--- src/rtl/pipe_ctrl_pkg.sv ---
// Shared types and constants for the RV32Core pipeline stall/flush controller.
package pipe_ctrl_pkg;

    // Controller FSM: normal flow, or holding the pipeline on a dcache miss.
    typedef enum logic [0:0] {
        RUN       = 1'b0,
        MISS_WAIT = 1'b1
    } ctrl_state_t;

    // Architectural zero register; never a real producer, so never a hazard.
    localparam logic [4:0] REG_X0 = 5'd0;

    // Per-stage hold/bubble controls, MSB first in pipeline order.
    typedef struct packed {
        logic stall_if;
        logic stall_id;
        logic stall_ex;
        logic stall_mem;
        logic stall_wb;
        logic flush_id;
        logic flush_ex;
        logic flush_wb;
    } pipe_ctrl_t;

    localparam pipe_ctrl_t PIPE_CTRL_IDLE = 8'h00;

endpackage

--- src/rtl/pipeline_hazard_ctrl_load_use_detect.sv ---
// Load-use hazard detector: the load in EX writes a register that the
// instruction in ID actually reads. Purely combinational.
module load_use_detect
    import pipe_ctrl_pkg::*;
(
    input  logic [4:0] id_rs1,
    input  logic [4:0] id_rs2,
    input  logic       id_use_rs1,
    input  logic       id_use_rs2,
    input  logic       ex_mem_read,
    input  logic [4:0] ex_rd,
    output logic       load_use
);

    logic rs1_hit_s;
    logic rs2_hit_s;

    // Only sources the ID instruction really consumes can create a hazard.
    assign rs1_hit_s = id_use_rs1 & (id_rs1 == ex_rd);
    assign rs2_hit_s = id_use_rs2 & (id_rs2 == ex_rd);

    // A load targeting x0 produces nothing to wait for.
    assign load_use = ex_mem_read & (ex_rd != REG_X0) & (rs1_hit_s | rs2_hit_s);

endmodule

--- src/rtl/pipeline_hazard_ctrl.sv ---
// Central stall/flush controller for the 5-stage RV32Core pipeline.
// Stall/flush outputs are combinational from state and inputs; the miss
// FSM, watchdog and performance counters are registered.
module pipeline_hazard_ctrl
    import pipe_ctrl_pkg::*;
#(
    parameter int MISS_TIMEOUT = 1024,
    parameter int CNT_W        = 32
) (
    input  logic             clk,
    input  logic             rst,
    input  logic [4:0]       id_rs1,
    input  logic [4:0]       id_rs2,
    input  logic             id_use_rs1,
    input  logic             id_use_rs2,
    input  logic             ex_mem_read,
    input  logic [4:0]       ex_rd,
    input  logic             jal_id,
    input  logic             br_taken_ex,
    input  logic             mem_req,
    input  logic             dcache_miss,
    input  logic             dcache_ready,
    output logic             stall_if,
    output logic             stall_id,
    output logic             stall_ex,
    output logic             stall_mem,
    output logic             stall_wb,
    output logic             flush_id,
    output logic             flush_ex,
    output logic             flush_wb,
    output logic             miss_busy,
    output logic             timeout_err,
    output logic [CNT_W-1:0] miss_cnt,
    output logic [CNT_W-1:0] stall_cnt
);

    localparam int                WAIT_W     = $clog2(MISS_TIMEOUT + 1);
    localparam logic [WAIT_W-1:0] WAIT_LIMIT = WAIT_W'(MISS_TIMEOUT);
    localparam logic [WAIT_W-1:0] WAIT_ONE   = WAIT_W'(1);
    localparam logic [CNT_W-1:0]  CNT_ONE    = CNT_W'(1);

    ctrl_state_t       state_r;
    logic [WAIT_W-1:0] wait_cnt_r;
    logic              timeout_err_r;
    logic [CNT_W-1:0]  miss_cnt_r;
    logic [CNT_W-1:0]  stall_cnt_r;

    logic              load_use_s;
    logic              miss_entry_s;
    logic              miss_stall_s;
    pipe_ctrl_t        ctrl_s;

    load_use_detect u_load_use_detect (
        .id_rs1      (id_rs1),
        .id_rs2      (id_rs2),
        .id_use_rs1  (id_use_rs1),
        .id_use_rs2  (id_use_rs2),
        .ex_mem_read (ex_mem_read),
        .ex_rd       (ex_rd),
        .load_use    (load_use_s)
    );

    // A new miss is only recognised in RUN; once waiting, the request is held.
    assign miss_entry_s = (state_r == RUN) & mem_req & dcache_miss;
    // Returned data releases the pipeline in the same cycle it arrives.
    assign miss_stall_s = (miss_entry_s | (state_r == MISS_WAIT)) & ~dcache_ready;

    // Priority mux: miss stall > taken branch/JALR > load-use > JAL.
    always_comb begin
        ctrl_s = PIPE_CTRL_IDLE;
        if (miss_stall_s) begin
            // Freeze IF..MEM; WB gets a bubble so nothing retires twice.
            ctrl_s.stall_if  = 1'b1;
            ctrl_s.stall_id  = 1'b1;
            ctrl_s.stall_ex  = 1'b1;
            ctrl_s.stall_mem = 1'b1;
            ctrl_s.flush_wb  = 1'b1;
        end else if (br_taken_ex) begin
            // Wrong-path instructions in ID and EX inputs are squashed.
            ctrl_s.flush_id  = 1'b1;
            ctrl_s.flush_ex  = 1'b1;
        end else if (load_use_s) begin
            // Hold IF/ID one cycle and insert a bubble behind the load;
            // a JAL in ID is simply re-presented next cycle.
            ctrl_s.stall_if  = 1'b1;
            ctrl_s.stall_id  = 1'b1;
            ctrl_s.flush_ex  = 1'b1;
        end else if (jal_id) begin
            ctrl_s.flush_id  = 1'b1;
        end else begin
            ctrl_s = PIPE_CTRL_IDLE;
        end
    end

    assign stall_if    = ctrl_s.stall_if;
    assign stall_id    = ctrl_s.stall_id;
    assign stall_ex    = ctrl_s.stall_ex;
    assign stall_mem   = ctrl_s.stall_mem;
    assign stall_wb    = ctrl_s.stall_wb;
    assign flush_id    = ctrl_s.flush_id;
    assign flush_ex    = ctrl_s.flush_ex;
    assign flush_wb    = ctrl_s.flush_wb;
    assign miss_busy   = (state_r == MISS_WAIT);
    assign timeout_err = timeout_err_r;
    assign miss_cnt    = miss_cnt_r;
    assign stall_cnt   = stall_cnt_r;

    // Miss FSM with watchdog; the FSM keeps waiting after a timeout.
    always_ff @(posedge clk) begin
        if (rst) begin
            state_r       <= RUN;
            wait_cnt_r    <= '0;
            timeout_err_r <= 1'b0;
        end else begin
            case (state_r)
                RUN: begin
                    if (miss_entry_s && !dcache_ready) begin
                        state_r    <= MISS_WAIT;
                        wait_cnt_r <= '0;
                    end else begin
                        state_r    <= RUN;
                    end
                end
                MISS_WAIT: begin
                    if (dcache_ready) begin
                        state_r <= RUN;
                    end else begin
                        state_r <= MISS_WAIT;
                    end
                    // Saturate so a very long wait cannot wrap the counter.
                    if (wait_cnt_r != WAIT_LIMIT) begin
                        wait_cnt_r <= wait_cnt_r + WAIT_ONE;
                    end else begin
                        wait_cnt_r <= wait_cnt_r;
                    end
                    // Flag goes up on the edge where the count reaches the limit.
                    if (wait_cnt_r >= (WAIT_LIMIT - WAIT_ONE)) begin
                        timeout_err_r <= 1'b1;
                    end else begin
                        timeout_err_r <= timeout_err_r;
                    end
                end
                default: begin
                    state_r    <= RUN;
                    wait_cnt_r <= '0;
                end
            endcase
        end
    end

    // Performance counters, wrapping modulo 2^CNT_W.
    always_ff @(posedge clk) begin
        if (rst) begin
            miss_cnt_r  <= '0;
            stall_cnt_r <= '0;
        end else begin
            if (miss_entry_s) begin
                miss_cnt_r <= miss_cnt_r + CNT_ONE;
            end else begin
                miss_cnt_r <= miss_cnt_r;
            end
            if (ctrl_s.stall_if) begin
                stall_cnt_r <= stall_cnt_r + CNT_ONE;
            end else begin
                stall_cnt_r <= stall_cnt_r;
            end
        end
    end

endmodule
--- config.mk ---
export PLATFORM = sky130hd
export DESIGN_NAME = pipeline_hazard_ctrl
export DESIGN_NICKNAME = d
export VERILOG_FILES = /design/src/rtl/pipe_ctrl_pkg.sv /design/src/rtl/pipeline_hazard_ctrl_load_use_detect.sv /design/src/rtl/pipeline_hazard_ctrl.sv
export SDC_FILE = /design/constraint.sdc
export NUM_CORES = 1
export LEC_CHECK = 0
export ABC_AREA = 1
export CAP_MARGIN = 20
export CORE_ASPECT_RATIO = 0.9
export CORE_MARGIN = 2
export CORE_UTILIZATION = 52
export DETAILED_ROUTE_END_ITERATION = 10
export GPL_ROUTABILITY_DRIVEN = 1
export PLACE_DENSITY = 0.89
export SETUP_SLACK_MARGIN = 0.02
export SYNTH_ARGS = -nofsm -noshare
export SYNTH_HDL_FRONTEND = slang
export SYNTH_SLANG_ARGS = --single-unit
--- constraint.sdc ---
create_clock -name clk -period 4.1 [get_ports clk]
set_input_delay 0.82 -clock clk [delete_from_list [all_inputs] [get_ports clk]]
set_output_delay 0.82 -clock clk [all_outputs]
set_load 0.02 [all_outputs]
# After elaboration in Yosys (flattened, before gate mapping)
# Index checks and enable logic that the tools add are counted.
dict set report word_totals {
  input_bits 25
  word_cells 45
  regBits 77
  output_inout_bits 74
}
dict set report op_classes {
  n_reduce_logical 5
  eq_ne 5
  bitwise 11
  mux 15
  add_sub_neg 3
  magnitude_cmp 1
}
# operator n
set op_table {}
lappend op_table {{32-bit by 1-bit adder with 32-bit output, second input constant} 2}
lappend op_table {{11-bit 2-to-1 mux} 2}
lappend op_table {{11-bit case mux with 2 select lines} 1}
lappend op_table {{11-bit by 1-bit adder with 11-bit output, second input constant} 1}
lappend op_table {{11-bit by 10-bit >= comparator with 1-bit output, second input constant} 1}
lappend op_table {{11-bit inequality test, second input constant} 1}
lappend op_table {{5-bit equality test} 2}
lappend op_table {{1-bit bitwise AND} 7}
lappend op_table {{1-bit 2-to-1 mux} 6}
lappend op_table {{5-bit 2-to-1 mux} 1}
lappend op_table {{5-bit nonzero test} 1}
lappend op_table {{2-bit 2-to-1 mux} 2}
lappend op_table {{4-bit 2-to-1 mux} 1}
lappend op_table {{2-bit by 1-bit inequality test with 1-bit output, second input constant} 2}
lappend op_table {{2-bit AND reduction} 2}
lappend op_table {{3-bit 2-to-1 mux} 1}
lappend op_table {{1-bit inverter} 2}
lappend op_table {{1-bit OR} 2}
lappend op_table {{1-bit case mux with 2 select lines} 1}
lappend op_table {{1-bit logical AND} 1}
lappend op_table {{1-bit logical NOT} 1}

# Depth between registers and ports, before layout
# Gate-level depths: netlist of run 1.
dict set report depth {
  depth_word 7
  depth_mapped 12
  depth_no_buf 11
}

# Modules after synthesis
# A second synthesis of run 1 with hierarchy kept.
dict set report hier_totals {
  cells_unflattened 719
  hier_area_um2 4626.9
}
# mod n_inst cells_each area_each_um2 seq_area_each_um2
set modules_own_cells {}
lappend modules_own_cells {pipeline_hazard_ctrl 1 664 4410.5 1541.5}
lappend modules_own_cells {load_use_detect 1 55 216.5 0.0}

# Worst setup path before layout of run 1
# No wires, ideal clock.
dict set report synth_timing {
  path_kind {in2out}
  start {input ex_rd[3]}
  end {output flush_id}
  path_stages 9
  setup_slack_ns 1.137
  arrival_time_ns 2.143
  path_buffers 2
  path_cell_list {inv_1 -> nand4_1 -> o21ai_0 -> inv_1 -> nand3_1 -> buf_2 -> buf_2 -> nand2_1 -> nor2_1}
}
dict set report synth_between {
  elab_chain_len 7
}
# element line
set synth_lines {}
lappend synth_lines {{start, declared} pipeline_hazard_ctrl.sv:17} ;# input logic [4:0] ex_rd,
lappend synth_lines {{5-bit equality test (on tied branches)} {pipeline_hazard_ctrl_load_use_detect.sv:19, pipeline_hazard_ctrl_load_use_detect.sv:20}}
lappend synth_lines {{1-bit bitwise AND (on tied branches)} {pipeline_hazard_ctrl_load_use_detect.sv:19, pipeline_hazard_ctrl_load_use_detect.sv:20}}
lappend synth_lines {{1-bit OR} pipeline_hazard_ctrl_load_use_detect.sv:23} ;# assign load_use = ex_mem_read & (ex_rd != REG_X0) & (rs1_hit_s | rs2_hit_s);
lappend synth_lines {{1-bit bitwise AND *} pipeline_hazard_ctrl_load_use_detect.sv:23}
lappend synth_lines {{1-bit 2-to-1 mux *} pipeline_hazard_ctrl.sv:82} ;# end else if (load_use_s) begin
lappend synth_lines {{2-bit 2-to-1 mux *} pipeline_hazard_ctrl.sv:78} ;# end else if (br_taken_ex) begin
lappend synth_lines {{3-bit 2-to-1 mux *} pipeline_hazard_ctrl.sv:71} ;# if (miss_stall_s) begin
lappend synth_lines {{end, declared} pipeline_hazard_ctrl.sv:28} ;# output logic flush_id,
# Mark *: on every way between the ends. The rest lies on a longest branch, timed or not.

# Final worst setup path of run 1
dict set report layout_timing {
  start {input ex_rd[0]}
  end {output flush_ex}
}
dict set report layout_between {
  elab_chain_len 7
}
# element line
set layout_lines {}
lappend layout_lines {{5-bit equality test (on tied branches)} {pipeline_hazard_ctrl_load_use_detect.sv:19, pipeline_hazard_ctrl_load_use_detect.sv:20}}
lappend layout_lines {{1-bit bitwise AND (on tied branches)} {pipeline_hazard_ctrl_load_use_detect.sv:19, pipeline_hazard_ctrl_load_use_detect.sv:20}}
lappend layout_lines {{1-bit OR} pipeline_hazard_ctrl_load_use_detect.sv:23}
lappend layout_lines {{1-bit bitwise AND *} pipeline_hazard_ctrl_load_use_detect.sv:23}
lappend layout_lines {{1-bit 2-to-1 mux *} pipeline_hazard_ctrl.sv:82}
lappend layout_lines {{2-bit 2-to-1 mux *} pipeline_hazard_ctrl.sv:78}
lappend layout_lines {{3-bit 2-to-1 mux *} pipeline_hazard_ctrl.sv:71}
lappend layout_lines {{end, declared} pipeline_hazard_ctrl.sv:29} ;# output logic flush_ex,
# Marks and branches as above.

==> reports/metrics.yaml, run 1 <==
worstSetupPathType: "primary input to output pin"
setup_viol: 0
post_drt_wl_per_cell_um: 12.0
synth_area_mm2: 0.00505
synthCells: 855
clock_latency_ps: 360
cts_tree: "built"
swShare: 0.290
fmax_ghz: 0.290
numCtsBuffers: 9
fin_skew_ps: 16.4
postPlaceCellArea_mm2: 0.00606
cts_hold_buf: 0
grt_pass1_vias: 4683
critPathLaunchType: "primary input"
r2r_end: "stall_cnt[20]$_SDFFE_PP0P_"
grt_max_degree: 66
clockRootBuffer: "clkbuf_8"
final_nets: 967
drc: 0
seq_area_frac_synth: 0.305
combPwrFrac: 0.158
die_h_um: 97.5
maxCapViolCount: 0
ant_nets: 0
avgSynthCellArea_um2: 5.90
peakVddDrop_mv: 0.179
die_x_um: 108
routed_wirelength_um: 12800
hp-class: "flip-flop to flip-flop"
slew_viol_final: 0
rsz0062_at_grt: "false"
cp.arrival_ps: 2620
ctsResizeCount: 0
finalCritPeriodShare: 0.840
r2r_start: "stall_cnt[0]$_SDFFE_PP0P_"
hpwl_um: 9490
htreeDepth: 3
power.internal_mw: 1.20
grt_first_pass_wirelength_um: 21600
gp_congestion: 0.912
max_stage_delay_ps: 610
grt-ovfl-total: 0
clk_pin_slew_ps: 80
grt_usage: 0.245
drt_iter0_markers: 362
post_cts_buffers: 0
r2r_slack_ps: 2140
vias: 5492
start_util: 0.527
post-route-min-period_ps: 3440
coreArea_mm2: 0.00957
die_area_mm2: 0.0105
worstSetupEndpointType: "output pin"
post-route-util: 0.656
p_clk_frac: 0.364
crit_end: "flush_ex"
portBuffers: 97
final_hold_viol_count: 0
cp_cell_sequence: "clkdlybuf4s50_1 > inv_1 > nand2_1 > nand2_1 > nor2_1 > nand3_1 > nand2_1 > nand2_1 > a21oi_1 > clkdlybuf4s50_1"
ys_ff_latch: 77
crit_slowest_cell: "clkdlybuf4s50_1"
outcome: "finished clean"
leakagePower_nw: 2.48
worstRegToRegCells: 10
antenna_cells: 0
p_per_area_mw_per_mm2: 270
cp_max_fo: 3
cts_sinks: 77
p_sw_uw: 491
cp_common_cell: "nand2_1"
layout-drive-gt1-share: 0.0551
synth_nets: 884
tightestPinTransition_ps: 612
io_pins: 99
ys_warn_count: 0
yosys.cell_types.count: 39
required_ps: 3280
rows: 34
antenna_found_initial: 0
cts_max_path_buffers: 2
startpoint: "ex_rd[0]"
final.setup.tns_ps: 0
p_seq_frac: 0.479
first_pass_iters: 5
areaGrowthSynthToFinish_pct: 24.4
postLayoutCellArea_mm2: 0.00628
via_per_inst: 5.14
slew_headroom: 0.592
flip-flops by register name, indices dropped and copies added, names as in the netlist:
| register | cells |
|---|---|
| wait_cnt_r | 11 |
| timeout_err | 1 |
| miss_cnt | 32 |
| stall_cnt | 32 |
| miss_busy | 1 |
per-layer routing:
layer | wire length (um) | vias to the layer above | GRT usage
li1 | - | 2861 | -
met1 | 5980 | 2414 | 0.350
met2 | 5760 | 202 | 0.386
met3 | 931 | 15 | 0.0436
met4 | 153 | 0 | 0.0562
met5 | 0 | - | 0
power groups by stage:
stage	registers, mW	clock network, mW	logic (mW)
after floorplan	0.847	0	0.136
after global placement	0.827	0	0.261
after detailed placement	0.827	0	0.266
after CTS	0.810	0.630	0.268
after global routing	0.816	0.660	0.298
final	0.811	0.616	0.267
cell usage in the layout, fill, tap and decap left out, types with 2 or more instances in the layout:
master and n:
a211oi_1 2, a21oi_1 59, a31oi_1 2, buf_4 4
clkbuf_8 10, clkdlybuf4s50_1 97, dfxtp_1 77, ha_1 4
inv_1 97, inv_2 5, inv_6 4, nand2_1 258
nand3_1 68, nand3_2 5, nand3b_1 4, nand4_1 19
nor2_1 149, nor2_2 5, nor2_4 4, nor3_1 14
nor3_2 2, o21a_1 2, o21ai_0 17, or2_2 5
xor2_1 16
metrics by stage:
step,instances,hold slack (ps),power [mW],setup WS [ps]
floorplan,855,453,0.983,1140
global placement,1053,438,1.09,740
detailed placement,1053,454,1.09,685
CTS,1069,466,1.71,678
global route,1069,508,1.77,508
finish,1069,462,1.69,656
synth_stat cells (all sizes together):
master,number,area share
nor4,1,0.0012
ha,4,0.0099
or2,5,0.0062
clkinv,1,0.00074
nand3b,4,0.0059
a21oi,60,0.060
inv,103,0.078
xor2,16,0.028
nor2,158,0.13
nand2,260,0.20
dfxtp,77,0.31
a221oi,1,0.0017
nor3b,2,0.0040
buf,18,0.021
nor3,16,0.018
nand3,74,0.080
clkbuf,11,0.0084
a31oi,2,0.0025
xnor2,1,0.0017
o21ai,17,0.017
nand4,19,0.024
a211oi,2,0.0030
o21a,2,0.0030
conb,1,0.00074
cell families (layout without fill, tap and decap cells):
family                     after synthesis  in the layout  synth area share
AOI/OAI and AO/OA                       84             84            0.0872
xor gates and xnor gates                17             17            0.0295
adders and majority gates                4              4           0.00991
buffers and inverters                  133            221             0.108
DFF                                     77             77             0.305
other                                    1              1          0.000743
and+or+nand+nor                        539            539             0.460
area by class of cell:
cell class	instances	area [um2]
Tap cell	126	158
Timing Repair Buffer	101	1000
Multi-Input combinational cell	645	2970
Clock buffer	10	138
Fill cell	879	3290
Inverter	104	395
Sequential cell	77	1540
Clock inverter	6	76.3
worst max-delay path: cells and delay by family:
kind,cells,cell delay [ps]
AOI/OAI and AO/OA,1,120
and+or+nand+nor,6,480
buffers and inverters,3,1210
worst min-delay path by stage:
stage / from / to / slack, ps / cells after the start
final: timeout_err$_SDFFE_PP0P_ / timeout_err$_SDFFE_PP0P_ / 460 / 2
after global routing: timeout_err$_SDFFE_PP0P_ / timeout_err$_SDFFE_PP0P_ / 510 / 2
after CTS: timeout_err$_SDFFE_PP0P_ / timeout_err$_SDFFE_PP0P_ / 470 / 2
after detailed placement: timeout_err$_SDFFE_PP0P_ / timeout_err$_SDFFE_PP0P_ / 450 / 2
after global placement: timeout_err$_SDFFE_PP0P_ / timeout_err$_SDFFE_PP0P_ / 440 / 2
after floorplan: wait_cnt_r[10]$_SDFFE_PP0P_ / wait_cnt_r[10]$_SDFFE_PP0P_ / 450 / 2
No activity file was read; power rests on OpenSTA's default activity.
==> run 2: changes to the inputs <==
--- a/config.mk
+++ b/config.mk
@@ -9,10 +9,10 @@
 export CAP_MARGIN = 20
 export CORE_ASPECT_RATIO = 0.9
 export CORE_MARGIN = 2
-export CORE_UTILIZATION = 52
+export CORE_UTILIZATION = 48
 export DETAILED_ROUTE_END_ITERATION = 10
 export GPL_ROUTABILITY_DRIVEN = 1
-export PLACE_DENSITY = 0.89
+export PLACE_DENSITY = 0.87
 export SETUP_SLACK_MARGIN = 0.02
 export SYNTH_ARGS = -nofsm -noshare
 export SYNTH_HDL_FRONTEND = slang
==> constraint.sdc (replaced) <==
create_clock -name clk -period 3.15 [get_ports clk]
set_input_delay 0.63 -clock clk [delete_from_list [all_inputs] [get_ports clk]]
set_output_delay 0.63 -clock clk [all_outputs]
set_load 0.02 [all_outputs]
==> run 2 against run 1 <==
Non-clock buffer count is 2 higher. Setup slack worse by 370 ps. Sequential share of layout area fell by 0.44 points. Power rose by 45%. Cell area rose by 1.8%. Critical endpoint is now stall_mem. Count of clock-buffer cells in the layout unchanged. Clock power rose by 70%. Global-route usage shrank 0.99 points. Sequential power rose by 31%. Largest cell class unchanged. Wire length rose by 3.6%. Sequential cell count unchanged. Cell count grew 0.37%.
==> reports/metrics.yaml, run 2 (synthesis gave the netlist of run 1 again) <==
routed-wl-met2_um: 6150
post-route-util: 0.624
outcome: "finished clean"
rows: 35
slew_headroom: 0.584
antenna_found_initial: 0
cp.arrival_ps: 2240
drc: 0
wl_met1_um: 5970
required_ps: 2520
die_x_um: 112
multi_input_area_mm2: 0.00297
postLayoutCellArea_mm2: 0.00639
fmax_ghz: 0.349
post-route-min-period_ps: 2870
finalCritPeriodShare: 0.910
fin_ws_ps: 285
clockRootBuffer: "clkbuf_16"
holdPathStages: 2
r2r_slack_ps: 1150
preCtsSetupSlack_ps: 146
tightestPinTransition_ps: 625
final_hold_viol_count: 0
hold_end: "timeout_err$_SDFFE_PP0P_"
htreeDepth: 3
p_per_area_mw_per_mm2: 385
clk_pin_slew_ps: 60
gp_congestion: 0.892
grt_usage: 0.235
antenna_cells: 0
grt_pass1_vias: 4991
areaGrowthSynthToFinish_pct: 26.6
vias: 5609
grt-ovfl-total: 0
start_util: 0.493
postPlaceCellArea_mm2: 0.00608
maxCapViolCount: 0
layout-drive-gt1-share: 0.0561
hpwl_um: 9450
worstRegToRegCells: 10
die_h_um: 101
hp-class: "flip-flop to flip-flop"
grt_max_degree: 66
critPathLaunchType: "primary input"
ant_nets: 0
peakVddDrop_mv: 0.270
clock_latency_ps: 340
numCtsBuffers: 9
cts_sinks: 77
post_cts_buffers: 0
final_common_cell: "nand2_1"
io_pins: 99
ctsResizeCount: 0
fillers: 963
whs_ps: 448
r2r_start: "stall_cnt[0]$_SDFFE_PP0P_"
drt_iter0_markers: 396
r2r_end: "stall_cnt[20]$_SDFFE_PP0P_"
routed_wirelength_um: 13300
rsz0062_at_grt: "false"
final_nets: 969
worstSetupEndpointType: "output pin"
fin_skew_ps: 12.5
leakagePower_nw: 2.57
portBuffers: 97
routed.top_layer: "met4"
final_cell_mix: "258 x nand2_1, 149 x nor2_1, 97 x inv_1"
cp_max_fo: 3
cts_tree: "built"
slew_viol_final: 0
post_drt_wl_per_cell_um: 12.4
via_per_inst: 5.23
coreArea_mm2: 0.0102
min_from: "timeout_err$_SDFFE_PP0P_"
die_area_mm2: 0.0114
wl_met3_um: 1020
cts_max_path_buffers: 2
worstSetupPathType: "primary input to output pin"
cts_hold_buf: 0
setup_viol: 0
final.setup.tns_ps: 0
grt_first_pass_wirelength_um: 22400
seqCellArea_mm2: 0.00154
first_pass_iters: 5
-- run 2: changes by cell type in the layout (fill, tap and decap cells not counted), moves of 2 or more --
cell / change
dlymetal6s2s_1: +4
buf_4: +2
clkdlybuf4s50_1: -4
clkbuf_16: +9
inv_6: -2
clkbuf_8: -9
-- run 2: cell type report --
class,instances,area share
Inverter,104,0.0619
Multi-Input combinational cell,645,0.464
Sequential cell,77,0.241
Clock buffer,10,0.0374
Tap cell,129,0.0252
Clock inverter,5,0.00940
Timing Repair Buffer,103,0.161
-- run 2: worst max path at each step --
stage | from | end | slack (ps) | cells after the start
floorplan | ex_rd[3] | flush_id | 570 | 9
global placement | ex_rd[1] | stall_if | 170 | 10
detailed placement | ex_rd[1] | stall_id | 150 | 10
CTS | ex_rd[1] | stall_id | 130 | 10
global route | dcache_miss | stall_mem | 180 | 5
finish | dcache_miss | stall_mem | 280 | 5
-- run 2: power by group --
group | switching [mW] | internal, mW | leakage, nW | total [mW]
registers | 0.0497 | 1.01 | 0.625 | 1.06
logic | 0.195 | 0.157 | 1.80 | 0.352
clock network | 0.416 | 0.633 | 0.145 | 1.05
total | 0.661 | 1.80 | 2.57 | 2.46
-- run 2: metal layers --
layer | up-vias | track usage
li1 | 2861 | -
met1 | 2518 | 0.308
met2 | 209 | 0.394
met3 | 21 | 0.0545
met4 | 0 | 0.0666
met5 | - | 0
-- run 2: critical path: stages --
cell,delay [ps]
clkdlybuf4s50_1,520
nand2_1,90
a21oi_2,220
buf_4,170
clkdlybuf4s50_1,610
-- run 2: metrics by stage --
| step | power, mW | std cells |
|---|---|---|
| 2_1_floorplan | 1.28 | 855 |
| 3_3_place_gp | 1.42 | 1058 |
| 3_5_place_dp | 1.43 | 1058 |
| 4_1_cts | 2.47 | 1073 |
| 5_1_grt | 2.56 | 1073 |
| 6_report | 2.46 | 1073 |
